## config.mk

```make
export PLATFORM = sky130hd
export DESIGN_NAME = seven_seg_to_binary_flat
export DESIGN_NICKNAME = d
export VERILOG_FILES = /design/src/rtl/seg7_pkg.sv /design/src/rtl/seven_seg_to_binary_if.sv /design/src/rtl/seg7_digit_decode.sv /design/src/rtl/seven_seg_to_binary.sv /design/src/flat_wrapper.sv
export SDC_FILE = /design/constraint.sdc
export NUM_CORES = 1
export LEC_CHECK = 0
export BUFFER_PORTS_ARGS = -buffer_cell sky130_fd_sc_hd__buf_4
export CAP_MARGIN = 15
export CORE_UTILIZATION = 59
export CTS_BUF_LIST = sky130_fd_sc_hd__clkbuf_2 sky130_fd_sc_hd__clkbuf_4 sky130_fd_sc_hd__clkbuf_8
export CTS_CLUSTER_SIZE = 16
export DETAILED_ROUTE_END_ITERATION = 6
export PLACE_DENSITY = 0.86
export SYNTH_ARGS = -nofsm -noshare
export SYNTH_HDL_FRONTEND = slang
export SYNTH_SLANG_ARGS = --single-unit
export TNS_END_PERCENT = 10
```

## constraint.sdc

```tcl
create_clock -name clk -period 5.1 [get_ports clk]
set_input_delay 0 -clock clk [delete_from_list [all_inputs] [get_ports clk]]
set_output_delay 0 -clock clk [all_outputs]
set_load 0.05 [all_outputs]
```

## src/rtl/seg7_pkg.sv

```systemverilog
// Shared constants for the seven-segment path: segment bit order, digit
// patterns, the read-back FSM state type and the x10 helper.
package seg7_pkg;

  // Bit positions inside seg[6:0] = {g,f,e,d,c,b,a}; 1 = segment lit.
  localparam int SEG_A = 0;
  localparam int SEG_B = 1;
  localparam int SEG_C = 2;
  localparam int SEG_D = 3;
  localparam int SEG_E = 4;
  localparam int SEG_F = 5;
  localparam int SEG_G = 6;

  localparam logic [6:0] SEG_0     = 7'h3F;
  localparam logic [6:0] SEG_1     = 7'h06;
  localparam logic [6:0] SEG_2     = 7'h5B;
  localparam logic [6:0] SEG_3     = 7'h4F;
  localparam logic [6:0] SEG_4     = 7'h66;
  localparam logic [6:0] SEG_5     = 7'h6D;
  localparam logic [6:0] SEG_6     = 7'h7D;
  localparam logic [6:0] SEG_7     = 7'h07;
  localparam logic [6:0] SEG_8     = 7'h7F;
  localparam logic [6:0] SEG_9     = 7'h6F;
  localparam logic [6:0] SEG_BLANK = 7'h00;

  typedef enum logic [2:0] {
    IDLE  = 3'd0,
    DIG_H = 3'd1,
    DIG_T = 3'd2,
    DIG_O = 3'd3,
    DONE  = 3'd4
  } state_t;

  // Shift-and-add x10; 999 is the largest result, so 10 bits never wrap.
  function automatic logic [9:0] times_ten(input logic [9:0] v);
    return (v << 3) + (v << 1);
  endfunction

endpackage

```

## src/rtl/seven_seg_to_binary_if.sv

```systemverilog
// Input/output handshake bundle for the seven-segment read-back decoder.
// Handshake: a transfer happens on a rising edge where valid && ready are
// both high; valid, once raised, holds its payload stable until that edge.
interface seven_seg_to_binary_if;
  logic       in_valid;
  logic       in_ready;
  logic [6:0] seg_hundreds;
  logic [6:0] seg_tens;
  logic [6:0] seg_ones;
  logic       out_valid;
  logic       out_ready;
  logic [7:0] binary_out;
  logic       err_invalid;
  logic       err_overflow;

  modport master (
    output in_valid, seg_hundreds, seg_tens, seg_ones, out_ready,
    input  in_ready, out_valid, binary_out, err_invalid, err_overflow
  );

  modport slave (
    input  in_valid, seg_hundreds, seg_tens, seg_ones, out_ready,
    output in_ready, out_valid, binary_out, err_invalid, err_overflow
  );
endinterface

```

## src/rtl/seg7_digit_decode.sv

```systemverilog
// Combinational seven-segment pattern to decimal digit decoder.
// Blank reads as 0; any unknown pattern reads as 0 and raises invalid.
module seg7_digit_decode
  import seg7_pkg::*;
(
  input  logic [6:0] pattern,
  output logic [3:0] digit,
  output logic       invalid
);

  always_comb begin
    digit   = 4'd0;
    invalid = 1'b0;
    case (pattern)
      SEG_0:     digit = 4'd0;
      SEG_1:     digit = 4'd1;
      SEG_2:     digit = 4'd2;
      SEG_3:     digit = 4'd3;
      SEG_4:     digit = 4'd4;
      SEG_5:     digit = 4'd5;
      SEG_6:     digit = 4'd6;
      SEG_7:     digit = 4'd7;
      SEG_8:     digit = 4'd8;
      SEG_9:     digit = 4'd9;
      SEG_BLANK: digit = 4'd0;
      default:   invalid = 1'b1;
    endcase
  end

endmodule

```

## src/rtl/seven_seg_to_binary.sv

```systemverilog
// Reads three seven-segment digits back into an 8-bit value, one digit per
// cycle through a x10 accumulator, with invalid-pattern and overflow flags.
module seven_seg_to_binary
  import seg7_pkg::*;
(
  input  logic                  clk,
  input  logic                  rst,
  seven_seg_to_binary_if.slave  bus,
  output state_t                dbg_state
);

  state_t     state, state_next;
  logic [6:0] cap_h, cap_t, cap_o;
  logic [9:0] acc;
  logic       err_seen;
  logic [7:0] res_bin;
  logic       res_inv;
  logic       res_ovf;

  logic [6:0] sel_pat;
  logic [3:0] digit;
  logic       dig_inv;
  logic [9:0] acc_next;
  logic       err_next;

  // One shared decoder; the state picks which captured digit it sees.
  always_comb begin
    sel_pat = cap_o;
    case (state)
      DIG_H:   sel_pat = cap_h;
      DIG_T:   sel_pat = cap_t;
      default: sel_pat = cap_o;
    endcase
  end

  seg7_digit_decode u_decode (
    .pattern (sel_pat),
    .digit   (digit),
    .invalid (dig_inv)
  );

  assign acc_next = times_ten(acc) + {6'd0, digit};
  assign err_next = err_seen | dig_inv;

  always_comb begin
    state_next = state;
    case (state)
      IDLE:    if (bus.in_valid) state_next = DIG_H;
      DIG_H:   state_next = DIG_T;
      DIG_T:   state_next = DIG_O;
      DIG_O:   state_next = DONE;
      DONE:    if (bus.out_ready) state_next = IDLE;
      default: state_next = IDLE;
    endcase
  end

  always_ff @(posedge clk) begin
    if (rst) begin
      state    <= IDLE;
      cap_h    <= 7'd0;
      cap_t    <= 7'd0;
      cap_o    <= 7'd0;
      acc      <= 10'd0;
      err_seen <= 1'b0;
      res_bin  <= 8'h00;
      res_inv  <= 1'b0;
      res_ovf  <= 1'b0;
    end else begin
      state <= state_next;
      case (state)
        IDLE: begin
          if (bus.in_valid) begin
            cap_h    <= bus.seg_hundreds;
            cap_t    <= bus.seg_tens;
            cap_o    <= bus.seg_ones;
            acc      <= 10'd0;
            err_seen <= 1'b0;
          end
        end
        DIG_H, DIG_T: begin
          acc      <= acc_next;
          err_seen <= err_next;
        end
        DIG_O: begin
          acc      <= acc_next;
          err_seen <= err_next;
          // Resolve from the final sum so flags land with out_valid.
          if (err_next) begin
            res_bin <= 8'h00;
            res_inv <= 1'b1;
            res_ovf <= 1'b0;
          end else if (acc_next > 10'd255) begin
            res_bin <= 8'hFF;
            res_inv <= 1'b0;
            res_ovf <= 1'b1;
          end else begin
            res_bin <= acc_next[7:0];
            res_inv <= 1'b0;
            res_ovf <= 1'b0;
          end
        end
        default: ;
      endcase
    end
  end

  assign bus.in_ready     = (state == IDLE);
  assign bus.out_valid    = (state == DONE);
  assign bus.binary_out   = res_bin;
  assign bus.err_invalid  = res_inv;
  assign bus.err_overflow = res_ovf;
  assign dbg_state        = state;

endmodule

```

## src/flat_wrapper.sv

```systemverilog
// flat-port wrapper written by rule: the top's interface ports become plain ports
module seven_seg_to_binary_flat import seg7_pkg::*;
  (clk, rst, dbg_state, bus_in_valid, bus_seg_hundreds, bus_seg_tens, bus_seg_ones, bus_out_ready, bus_in_ready, bus_out_valid, bus_binary_out, bus_err_invalid, bus_err_overflow);
  seven_seg_to_binary_if bus_i ();
  input  logic clk;
  input  logic rst;
  output state_t dbg_state;
  input wire logic [$bits(bus_i.in_valid)-1:0] bus_in_valid;
  input wire logic [$bits(bus_i.seg_hundreds)-1:0] bus_seg_hundreds;
  input wire logic [$bits(bus_i.seg_tens)-1:0] bus_seg_tens;
  input wire logic [$bits(bus_i.seg_ones)-1:0] bus_seg_ones;
  input wire logic [$bits(bus_i.out_ready)-1:0] bus_out_ready;
  output wire logic [$bits(bus_i.in_ready)-1:0] bus_in_ready;
  output wire logic [$bits(bus_i.out_valid)-1:0] bus_out_valid;
  output wire logic [$bits(bus_i.binary_out)-1:0] bus_binary_out;
  output wire logic [$bits(bus_i.err_invalid)-1:0] bus_err_invalid;
  output wire logic [$bits(bus_i.err_overflow)-1:0] bus_err_overflow;
  assign bus_i.in_valid = bus_in_valid;
  assign bus_i.seg_hundreds = bus_seg_hundreds;
  assign bus_i.seg_tens = bus_seg_tens;
  assign bus_i.seg_ones = bus_seg_ones;
  assign bus_i.out_ready = bus_out_ready;
  assign bus_in_ready = bus_i.in_ready;
  assign bus_out_valid = bus_i.out_valid;
  assign bus_binary_out = bus_i.binary_out;
  assign bus_err_invalid = bus_i.err_invalid;
  assign bus_err_overflow = bus_i.err_overflow;
  seven_seg_to_binary u_core (.clk(clk), .rst(rst), .bus(bus_i), .dbg_state(dbg_state));
endmodule
```

==> impl_metrics.py <==
metrics = {
    "outcome": {
        "outcome": "complete, no violations",
    },
    "sta": {
        "finalSetupTns_ns": 0,
        "drv_slew": 0,
        "period_share": 0.8896,
        "fmax_mhz": 220.4,
        "rsz0062_at_grt": "false",
        "tightest_slew_ns": 0.6731,
        "hold_viol": 0,
        "final-setup-viol-count": 0,
        "relSlewSlack": 0.5456,
        "skew_ns": 0.008710,
        "finalCriticalPeriod_ns": 4.537,
    },
    "cts": {
        "clk_latency_ns": 0.30,
        "cts_tree": "done",
        "clkTransAtPathRegs_ns": 0.09,
        "cts.sinks": 44,
        "cts_setup_buffers": 0,
        "cts-root-buf": "clkbuf_8",
        "cts_buffer_depth": 2,
        "numCtsBuffers": 5,
        "htreeDepth": 2,
    },
    "cells_and_area": {
        "layout_common_cells": "nand2_1 (57), dfxtp_1 (44), buf_4 (43)",
        "fin_nets": 401,
        "finalNonFillerCells": 411,
        "area_delta_synth_final_pct": 24.88,
        "drive_gt1_frac": 0.2078,
        "post-route-util": 0.7832,
        "diodes": 0,
        "final_common_cell": "nand2_1",
    },
    "grt": {
        "track_usage": 0.2905,
        "grt_pass1_wl_um": 9894,
        "antenna_found_initial": 0,
        "grt_max_degree": 39,
        "grt-ovfl-total": 0,
        "grt_pass1_vias": 2090,
    },
    "synth": {
        "synth_edf_count": 0,
        "synth_area_mm2": 0.002545,
        "synthFlopType": "dfxtp_1",
        "syn_nets": 344,
        "synth_seq_cells": 44,
        "ys_seq_area_frac": 0.3461,
        "async_reset_ff_frac": 0,
        "syn_inst": 303,
        "syn_area_per_cell_um2": 8.399,
        "yosysWarnings": 0,
        "synth_cell_type_count": 60,
    },
    "placement": {
        "gp_congestion": 0.8891,
        "dp.cells": 379,
        "port_buffers": 39,
        "hpwl_um": 4070,
    },
    "critical_path": {
        "critPathCaptureType": "flip-flop",
        "critPathKind": "flip-flop to flip-flop",
        "max_stage_delay_ns": 0.41,
        "critical_path_required_ns": 5.28,
        "cp-start-kind": "flip-flop",
        "cp_data_arrival_time_ns": 4.71,
        "crit_fanout": 14,
        "critical-path-top-delay-family": "compound AO/OA/AOI/OAI gates",
        "worst_path_max_delay_cell": "dfxtp_1",
        "crit_buf_inv": 1,
        "path_cells": "nor2_2 > nor2_4 > o221ai_2 > xnor2_1 > a31oi_1 > or3_1 > a21oi_1 > ha_1 > ha_1 > inv_1 > fa_1 > nor2b_1 > o21ai_0 > a21boi_0 > o21ai_0 > a21boi_0 > o21ai_1 > nor2_1 > o21ai_1",
    },
    "floorplanning": {
        "fp.dieH_um": 67.68,
        "start_util": 0.6272,
        "io_pins": 40,
        "coreArea_mm2": 0.004058,
        "die_x_um": 67.68,
        "fp-row-count": 23,
        "dieArea_mm2": 0.004580,
    },
    "detailed_routing": {
        "drc": 0,
        "viasPerCell": 5.776,
        "drt-initial-drc-count": 168,
        "post_drt_wl_per_cell_um": 15.06,
        "num_vias": 2374,
        "firstDrtPassIters": 4,
        "postRouteAntennaNets": 0,
        "wl_um": 6191,
    },
    "power_and_ir_drop": {
        "power.leakage_uw": 0.001286,
        "powerDensity_mw_per_mm2": 300.3,
        "finalPower_uw": 954.3,
        "ir_drop_uv": 257.8,
    },
    "min_path": {
        "hp-class": "primary input to flip-flop",
    },
    "job": {
        "drv_cap": 0,
    },
}
report_power, final:
group	total [uW]	internal (uW)	switching, uW
clock network	266	145	121
logic	298	119	178
registers	391	368	23.1
total	954	632	322
stage by stage:
| stage | hold WS [ns] | setup slack (ns) | cell area [um^2] |
|---|---|---|---|
| finish | 0.1139 | 0.5629 | 3178 |
| global route | 0.1320 | 0.1651 | 3178 |
| CTS | 0.1101 | 0.6394 | 3167 |
| detailed placement | 0.2557 | 0.6960 | 2825 |
| global placement | 0.2482 | 0.8690 | 2825 |
| floorplan | 0.1360 | 0.9418 | 2545 |
Yosys cell counts, types with 3 or more instances:
cell / count / area [um^2]
o21bai_1: 3 / 22.52
xnor2_1: 7 / 61.31
nor2b_1: 8 / 50.05
a22oi_1: 8 / 60.06
inv_1: 8 / 30.03
or3_1: 3 / 18.77
nand2_1: 57 / 214.0
nand3_1: 3 / 15.01
nor4_1: 3 / 18.77
a21oi_1: 27 / 135.1
clkbuf_1: 10 / 37.54
a21boi_0: 3 / 22.52
buf_6: 3 / 33.78
o21ai_1: 12 / 60.06
nor2_1: 24 / 90.09
ha_1: 14 / 175.2
nor3_1: 10 / 50.05
dfxtp_1: 44 / 880.8
o21ai_0: 6 / 30.03
o221ai_2: 4 / 60.06
per-layer routing:
layer / global-route usage / wire, um / up-vias
met2: 0.4431 / 2914 / 101
met1: 0.3907 / 2747 / 1078
li1: - / - / 1175
met4: 0.1117 / 152 / 0
met5: 0 / 0 / -
met3: 0.07095 / 377 / 20
logic make-up (layout without fill, tap and decap cells):
| logic type | Yosys count | count (layout) | share of synthesized area |
|---|---|---|---|
| AND/OR/NAND/NOR | 128 | 128 | 0.2444 |
| multiplexers | 1 | 1 | 0.003933 |
| adder cells (fa/ha/maj) | 16 | 16 | 0.08456 |
| AO/OA/AOI/OAI | 81 | 81 | 0.2404 |
| flip-flops | 44 | 44 | 0.3461 |
| XOR/XNOR | 8 | 8 | 0.02753 |
| buffers and inverters | 25 | 83 | 0.05310 |
final timing paths:
path	slack (ns)	startpoint	to	cells past startpoint
setup / recovery	0.56	u_core.dbg_state[1]	u_core.bus.binary_out[4]	19
hold / removal	0.11	rst	u_core.acc[6]	2
setup reg to reg	0.56	u_core.dbg_state[1]	u_core.bus.binary_out[4]	19
hold reg to reg	0.45	u_core.bus.binary_out[7]	u_core.bus.binary_out[7]	2
state kept, by name, summed over array words and instances (netlist names):
name / count
u_core.err_seen: 1
u_core.dbg_state: 3
u_core.bus.binary_out: 8
u_core.bus.err_overflow: 1
u_core.cap_t: 7
u_core.acc: 9
u_core.cap_h: 7
u_core.bus.err_invalid: 1
u_core.cap_o: 7
final cells by class:
cell class | count | area (um^2)
clock buffers | 5 | 68.82
repair buffers | 67 | 564.3
clock inverters | 3 | 42.54
fillers | 289 | 879.6
flip-flops and latches | 44 | 880.8
well taps | 50 | 62.56
inverters | 8 | 30.03
multi-input cells | 234 | 1529
what timing repair did:
item | CTS | global route
hold buffers | 23 | 0
resized for setup | 0 | 0
endpoints found under the hold margin | 23 | 0
Power figures use the tool's default switching activity.
